`config.mk`:
```
export PLATFORM = sky130hd
export DESIGN_NAME = uart_rx_controller
export DESIGN_NICKNAME = d
export VERILOG_FILES = /design/src/rtl/uart_rx_controller.sv
export SDC_FILE = /design/constraint.sdc
export NUM_CORES = 1
export LEC_CHECK = 0
export CAP_MARGIN = 20
export CORE_MARGIN = 1
export CORE_UTILIZATION = 48
export CTS_CLUSTER_SIZE = 10
export DETAILED_ROUTE_END_ITERATION = 8
export PLACE_DENSITY = 0.79
export SKIP_LAST_GASP = 1
export SYNTH_ARGS = -nofsm -noshare
export SYNTH_HDL_FRONTEND = slang
export SYNTH_SLANG_ARGS = --single-unit
```
`constraint.sdc`:
```
create_clock -name CLK -period 3.8 [get_ports CLK]
set_input_delay 0.38 -clock CLK [delete_from_list [all_inputs] [get_ports CLK]]
set_output_delay 0.38 -clock CLK [all_outputs]
set_load 0.1 [all_outputs]
```
`src/rtl/uart_rx_controller.sv`:
```
// UART receive sequencer: drives an external baud generator, samples RXD mid-bit and
// presents each byte on a valid/ready port. Optional parity via `UART_RX_PARITY_EN.
module uart_rx_controller #(
  parameter  int CLKS_PER_BIT = 434,
  parameter  int DATA_BITS    = 8,
  localparam int DW           = $clog2(CLKS_PER_BIT) + 1
) (
  input  logic                 CLK,
  input  logic                 RST,
  input  logic                 RXD,
  output logic                 BG_CE,
  output logic                 BG_SPE,
  output logic [DW-1:0]        BG_D,
  input  logic                 BG_ZD,
  output logic [DATA_BITS-1:0] RX_DATA,
  output logic                 RX_VALID,
  input  logic                 RX_READY,
  output logic                 FRAME_ERR,
  output logic                 OVERRUN,
  output logic                 PAR_ERR
);

  localparam int             IW       = (DATA_BITS > 1) ? $clog2(DATA_BITS) : 1;
  localparam logic [IW-1:0]  LAST_IDX = IW'(DATA_BITS - 1);
  localparam logic [DW-1:0]  HALF_D   = DW'(CLKS_PER_BIT / 2 - 1);
  localparam logic [DW-1:0]  FULL_D   = DW'(CLKS_PER_BIT - 1);

  typedef enum logic [2:0] {
    S_IDLE   = 3'd0,
    S_START  = 3'd1,
    S_DATA   = 3'd2,
    S_STOP   = 3'd3,
`ifdef UART_RX_PARITY_EN
    S_BREAK  = 3'd4,
    S_PARITY = 3'd5
`else
    S_BREAK  = 3'd4
`endif
  } state_t;

  state_t               r_state;
  state_t               w_next;
  logic                 r_rx_meta;
  logic                 r_rxs;
  logic                 r_rxs_d;
  logic [IW-1:0]        r_idx;
  logic [DATA_BITS-1:0] r_shift;
  logic [DATA_BITS-1:0] r_rx_data;
  logic                 r_rx_valid;
  logic                 r_frame_err;
  logic                 r_overrun;
  logic                 w_fall;
  logic                 w_ce;
  logic                 w_spe;
  logic [DW-1:0]        w_d;
  logic                 w_stop_tick;
  logic                 w_par_bad;
  logic                 w_accept;
  logic                 w_hs;

  // Synchroniser flops idle high so reset never looks like a start edge.
  always_ff @(posedge CLK) begin
    if (RST) begin
      r_rx_meta <= 1'b1;
      r_rxs     <= 1'b1;
      r_rxs_d   <= 1'b1;
    end else begin
      r_rx_meta <= RXD;
      r_rxs     <= r_rx_meta;
      r_rxs_d   <= r_rxs;
    end
  end

  assign w_fall = r_rxs_d & ~r_rxs;

  always_ff @(posedge CLK) begin
    if (RST) r_state <= S_IDLE;
    else     r_state <= w_next;
  end

  always_comb begin
    w_next      = r_state;
    w_ce        = 1'b0;
    w_spe       = 1'b0;
    w_d         = '0;
    w_stop_tick = 1'b0;
    case (r_state)
      S_IDLE: begin
        if (w_fall) begin
          w_ce   = 1'b1;
          w_spe  = 1'b1;
          w_d    = HALF_D;
          w_next = S_START;
        end
      end
      S_START: begin
        w_ce = 1'b1;
        if (BG_ZD) begin
          if (r_rxs) begin
            w_ce   = 1'b0;
            w_next = S_IDLE;
          end else begin
            w_spe  = 1'b1;
            w_d    = FULL_D;
            w_next = S_DATA;
          end
        end
      end
      S_DATA: begin
        w_ce = 1'b1;
        if (BG_ZD) begin
          w_spe = 1'b1;
          w_d   = FULL_D;
          if (r_idx == LAST_IDX) begin
`ifdef UART_RX_PARITY_EN
            w_next = S_PARITY;
`else
            w_next = S_STOP;
`endif
          end
        end
      end
`ifdef UART_RX_PARITY_EN
      S_PARITY: begin
        w_ce = 1'b1;
        if (BG_ZD) begin
          w_spe  = 1'b1;
          w_d    = FULL_D;
          w_next = S_STOP;
        end
      end
`endif
      S_STOP: begin
        w_ce = 1'b1;
        if (BG_ZD) begin
          w_ce        = 1'b0;
          w_stop_tick = 1'b1;
          w_next      = r_rxs ? S_IDLE : S_BREAK;
        end
      end
      S_BREAK: begin
        if (r_rxs) w_next = S_IDLE;
      end
      default: w_next = S_IDLE;
    endcase
  end

  // Generator controls are combinational; forced quiet while reset is held.
  assign BG_CE  = w_ce & ~RST;
  assign BG_SPE = w_spe & ~RST;
  assign BG_D   = RST ? '0 : w_d;

  always_ff @(posedge CLK) begin
    if (RST) begin
      r_idx   <= '0;
      r_shift <= '0;
    end else if (r_state == S_START && BG_ZD) begin
      r_idx <= '0;
    end else if (r_state == S_DATA && BG_ZD) begin
      r_shift[r_idx] <= r_rxs;
      r_idx          <= r_idx + IW'(1);
    end
  end

`ifdef UART_RX_PARITY_EN
  localparam logic PAR_ODD = 1'b0;
  logic r_par_bit;
  logic r_par_err;

  always_ff @(posedge CLK) begin
    if (RST) begin
      r_par_bit <= 1'b0;
      r_par_err <= 1'b0;
    end else begin
      if (r_state == S_PARITY && BG_ZD) r_par_bit <= r_rxs;
      r_par_err <= w_stop_tick & w_par_bad;
    end
  end

  assign w_par_bad = ((^r_shift) ^ PAR_ODD) != r_par_bit;
  assign PAR_ERR   = r_par_err;
`else
  assign w_par_bad = 1'b0;
  assign PAR_ERR   = 1'b0;
`endif

  assign w_accept = w_stop_tick & r_rxs & ~w_par_bad;
  assign w_hs     = r_rx_valid & RX_READY;

  // A handshake in the completion cycle frees the slot, so the new byte loads cleanly.
  always_ff @(posedge CLK) begin
    if (RST) begin
      r_rx_data   <= '0;
      r_rx_valid  <= 1'b0;
      r_overrun   <= 1'b0;
      r_frame_err <= 1'b0;
    end else begin
      r_frame_err <= w_stop_tick & ~r_rxs;
      if (w_accept && (!r_rx_valid || w_hs)) begin
        r_rx_data  <= r_shift;
        r_rx_valid <= 1'b1;
      end else if (w_hs) begin
        r_rx_valid <= 1'b0;
      end
      if (w_hs)                        r_overrun <= 1'b0;
      else if (w_accept && r_rx_valid) r_overrun <= 1'b1;
    end
  end

  assign RX_DATA   = r_rx_data;
  assign RX_VALID  = r_rx_valid;
  assign FRAME_ERR = r_frame_err;
  assign OVERRUN   = r_overrun;

endmodule

```
==> impl_metrics.tcl <==
set metrics [dict create \
    status "finished, violations left" \
    failed_checks "design-rule violations" \
    dp_hpwl_mm 1.76 \
    synth_area_leaders "dfxtp_1 38%, mux2i_1 12%, nand2b_1 10%" \
    cap_violations 0 \
    initial_core_util 0.516 \
    drc 8 \
    rows 19 \
    r2r_slack_ns 1.94 \
    cp_num_buf_inv 3 \
    antenna_found_initial 0 \
    layout.cells.non_filler 187 \
    arrival_ns 2.00 \
    synth_area_leader_cell "dfxtp_1" \
    max_clock_freq_mhz 420 \
    cp-start-kind "input port" \
    setup_viol 0 \
    fin_ws_ns 1.42 \
    worst_path_largest_cell_delay_ns 0.40 \
    dpl-instance-area_um2 1590 \
    cts_root_buffer "clkbuf_4" \
    final_area_um2 1630 \
    die_h_um 57.1 \
    skew_ns 0.00512 \
    wire_per_inst_um 13.2 \
    synthDistinctLibCells 38 \
    drtAntennaViolNets 0 \
    synthCells 147 \
    fillers 242 \
    drive_gt1_frac 0.154 \
    synth_area_um2 1460 \
    cp_max_fo 31 \
    die_area_um2 3260 \
    cts_buffer_depth 2 \
    timing.critical_path.mode_cell "buf_4" \
    fin_crit_ns 2.38 \
    slew_violations 0 \
    hold_ws_ns 0.427 \
    leakage_nw 0.567 \
    tightest_slew_ns 0.967 \
    grt_util_met1 0.197 \
    grt_start_max_net_pins 32 \
    multiInputGateArea_um2 762 \
    clk_latency_ns 0.31 \
    top_usage_layer "met2" \
    grt_pass1_vias 961 \
    htreeDepth 1 \
    ir_worst_vdd_mv 0.172 \
    hold_class "reg2reg" \
    coreArea_um2 2830 \
    slew_headroom 0.353 \
    io_buffers 24 \
    drt_iter0_markers 40 \
    grtUsageMet3 0.0204 \
    timing.final.crit_share 0.627 \
    viasPerCell 5.50 \
    grtUsageMet2 0.292 \
    synth_edf_count 0 \
    cp_slowest_cell "clkdlybuf4s50_1" \
    synthFlopType "dfxtp_1" \
    ys_ff_latch 28 \
    cts_tree "yes" \
    setup_tns_ns 0 \
    numCtsBuffers 3 \
    crit_family "buffers and inverters" \
    place_ws_ns 1.40 \
    required_ns 3.42 \
    globalRouteTotalUtil 0.163 \
    grt_overflow 0 \
    nets 164 \
    cp_cell_sequence "clkdlybuf4s50_1, buf_4, nor2_1, nor4b_4, o21bai_1, buf_4" \
    fp.dieW_um 57.1 \
    cts.clk_slew.worst_paths_ns 0.13 \
    hold_violations 0 \
    total_power_mw 0.496 \
    async_flop_share 0 \
    ys_seq_area_frac 0.384 \
    post-route-util 0.575 \
    diodes 0 \
    power_density_nw_per_um2 305 \
    cts_hold_buf 0 \
    netlist.area_leader.share 0.384 \
    avgSynthCellArea_um2 9.92 \
    synth_warnings 0 \
    areaGrowthSynthToFinish_pct 11.5 \
    postCtsSetupRepairBufs 0 \
    crit_path_end_kind "output pin" \
    finalWirelength_mm 2.47 \
    place.gp.congestion 0.816 \
    grt_first_pass_wirelength_mm 4.17 \
    ff_latch_area_um2 561 \
    ctsResizeCount 0 \
    rsz0062_at_grt "false" \
    dp_cells 183 \
    dr.pass1.iters 6 \
    final_cell_mix "28 x dfxtp_1, 24 x nand2b_1, 18 x mux2i_1" \
    mostFrequentLayoutCell "dfxtp_1" \
    cts_num_sinks 28 \
    ios 29 \
    worstSetupPathType "in2out" \
    vias 1028 \
]
-- registers in the layout, summed over array words and instances (netlist names) --
| name | cells |
|---|---|
| FRAME_ERR | 1 |
| r_rxs | 1 |
| RX_DATA | 8 |
| r_rx_meta | 1 |
| r_shift | 8 |
| r_state | 3 |
| OVERRUN | 1 |
| RX_VALID | 1 |
| r_idx | 3 |
| r_rxs_d | 1 |
-- power by group --
| group | switching, mW | internal, mW | total, mW |
|---|---|---|---|
| Clock | 0.0784 | 0.0585 | 0.137 |
| Sequential | 0.00382 | 0.295 | 0.299 |
| Combinational | 0.0442 | 0.0154 | 0.0597 |
| Total | 0.126 | 0.369 | 0.496 |
-- logic make-up after synthesis --
logic type | count (synthesis) | synth area share
compound gates | 15 | 0.0763
buf+inv | 24 | 0.107
other cells | 1 | 0.00257
mux | 18 | 0.123
flops | 28 | 0.384
fa+ha+maj | 2 | 0.0171
simple gates | 59 | 0.289
-- per-layer routing --
layer | vias up | part of all wire
met3 | 2 | 0.040
met4 | 0 | 0.0069
met5 | - | 0
met1 | 484 | 0.44
li1 | 511 | -
met2 | 31 | 0.51
-- path summary, 6_finish.rpt --
kind	cells past startpoint	start	end
worst min-delay path	1	r_rx_meta	r_rxs
worst max register to register	3	r_state[0]	r_shift[3]
worst min register to register	1	r_rx_meta	r_rxs
worst max-delay path	6	RST	BG_D[4]
-- synth_stat cells, types with 2 or more instances --
| cell type | n |
|---|---|
| clkbuf_1 | 7 |
| nor4b_2 | 2 |
| dfxtp_1 | 28 |
| a21oi_1 | 4 |
| nand3_1 | 2 |
| buf_6 | 4 |
| ha_1 | 2 |
| o31a_1 | 2 |
| a22oi_1 | 2 |
| nor2b_1 | 2 |
| or2_2 | 3 |
| nand2b_1 | 24 |
| buf_4 | 9 |
| nand2_1 | 4 |
| o32ai_1 | 3 |
| buf_2 | 2 |
| nor2_1 | 7 |
| nor4b_4 | 2 |
| mux2i_1 | 18 |
| nor3_1 | 2 |
-- layout make-up --
type                    instances  area share
well taps                      31      0.0238
flip-flops and latches         28       0.345
repair buffers                 25       0.138
multi-input cells              98       0.468
clock buffers                   4      0.0223
inverters                       1     0.00231
No activity file was read; power rests on OpenSTA's default activity.
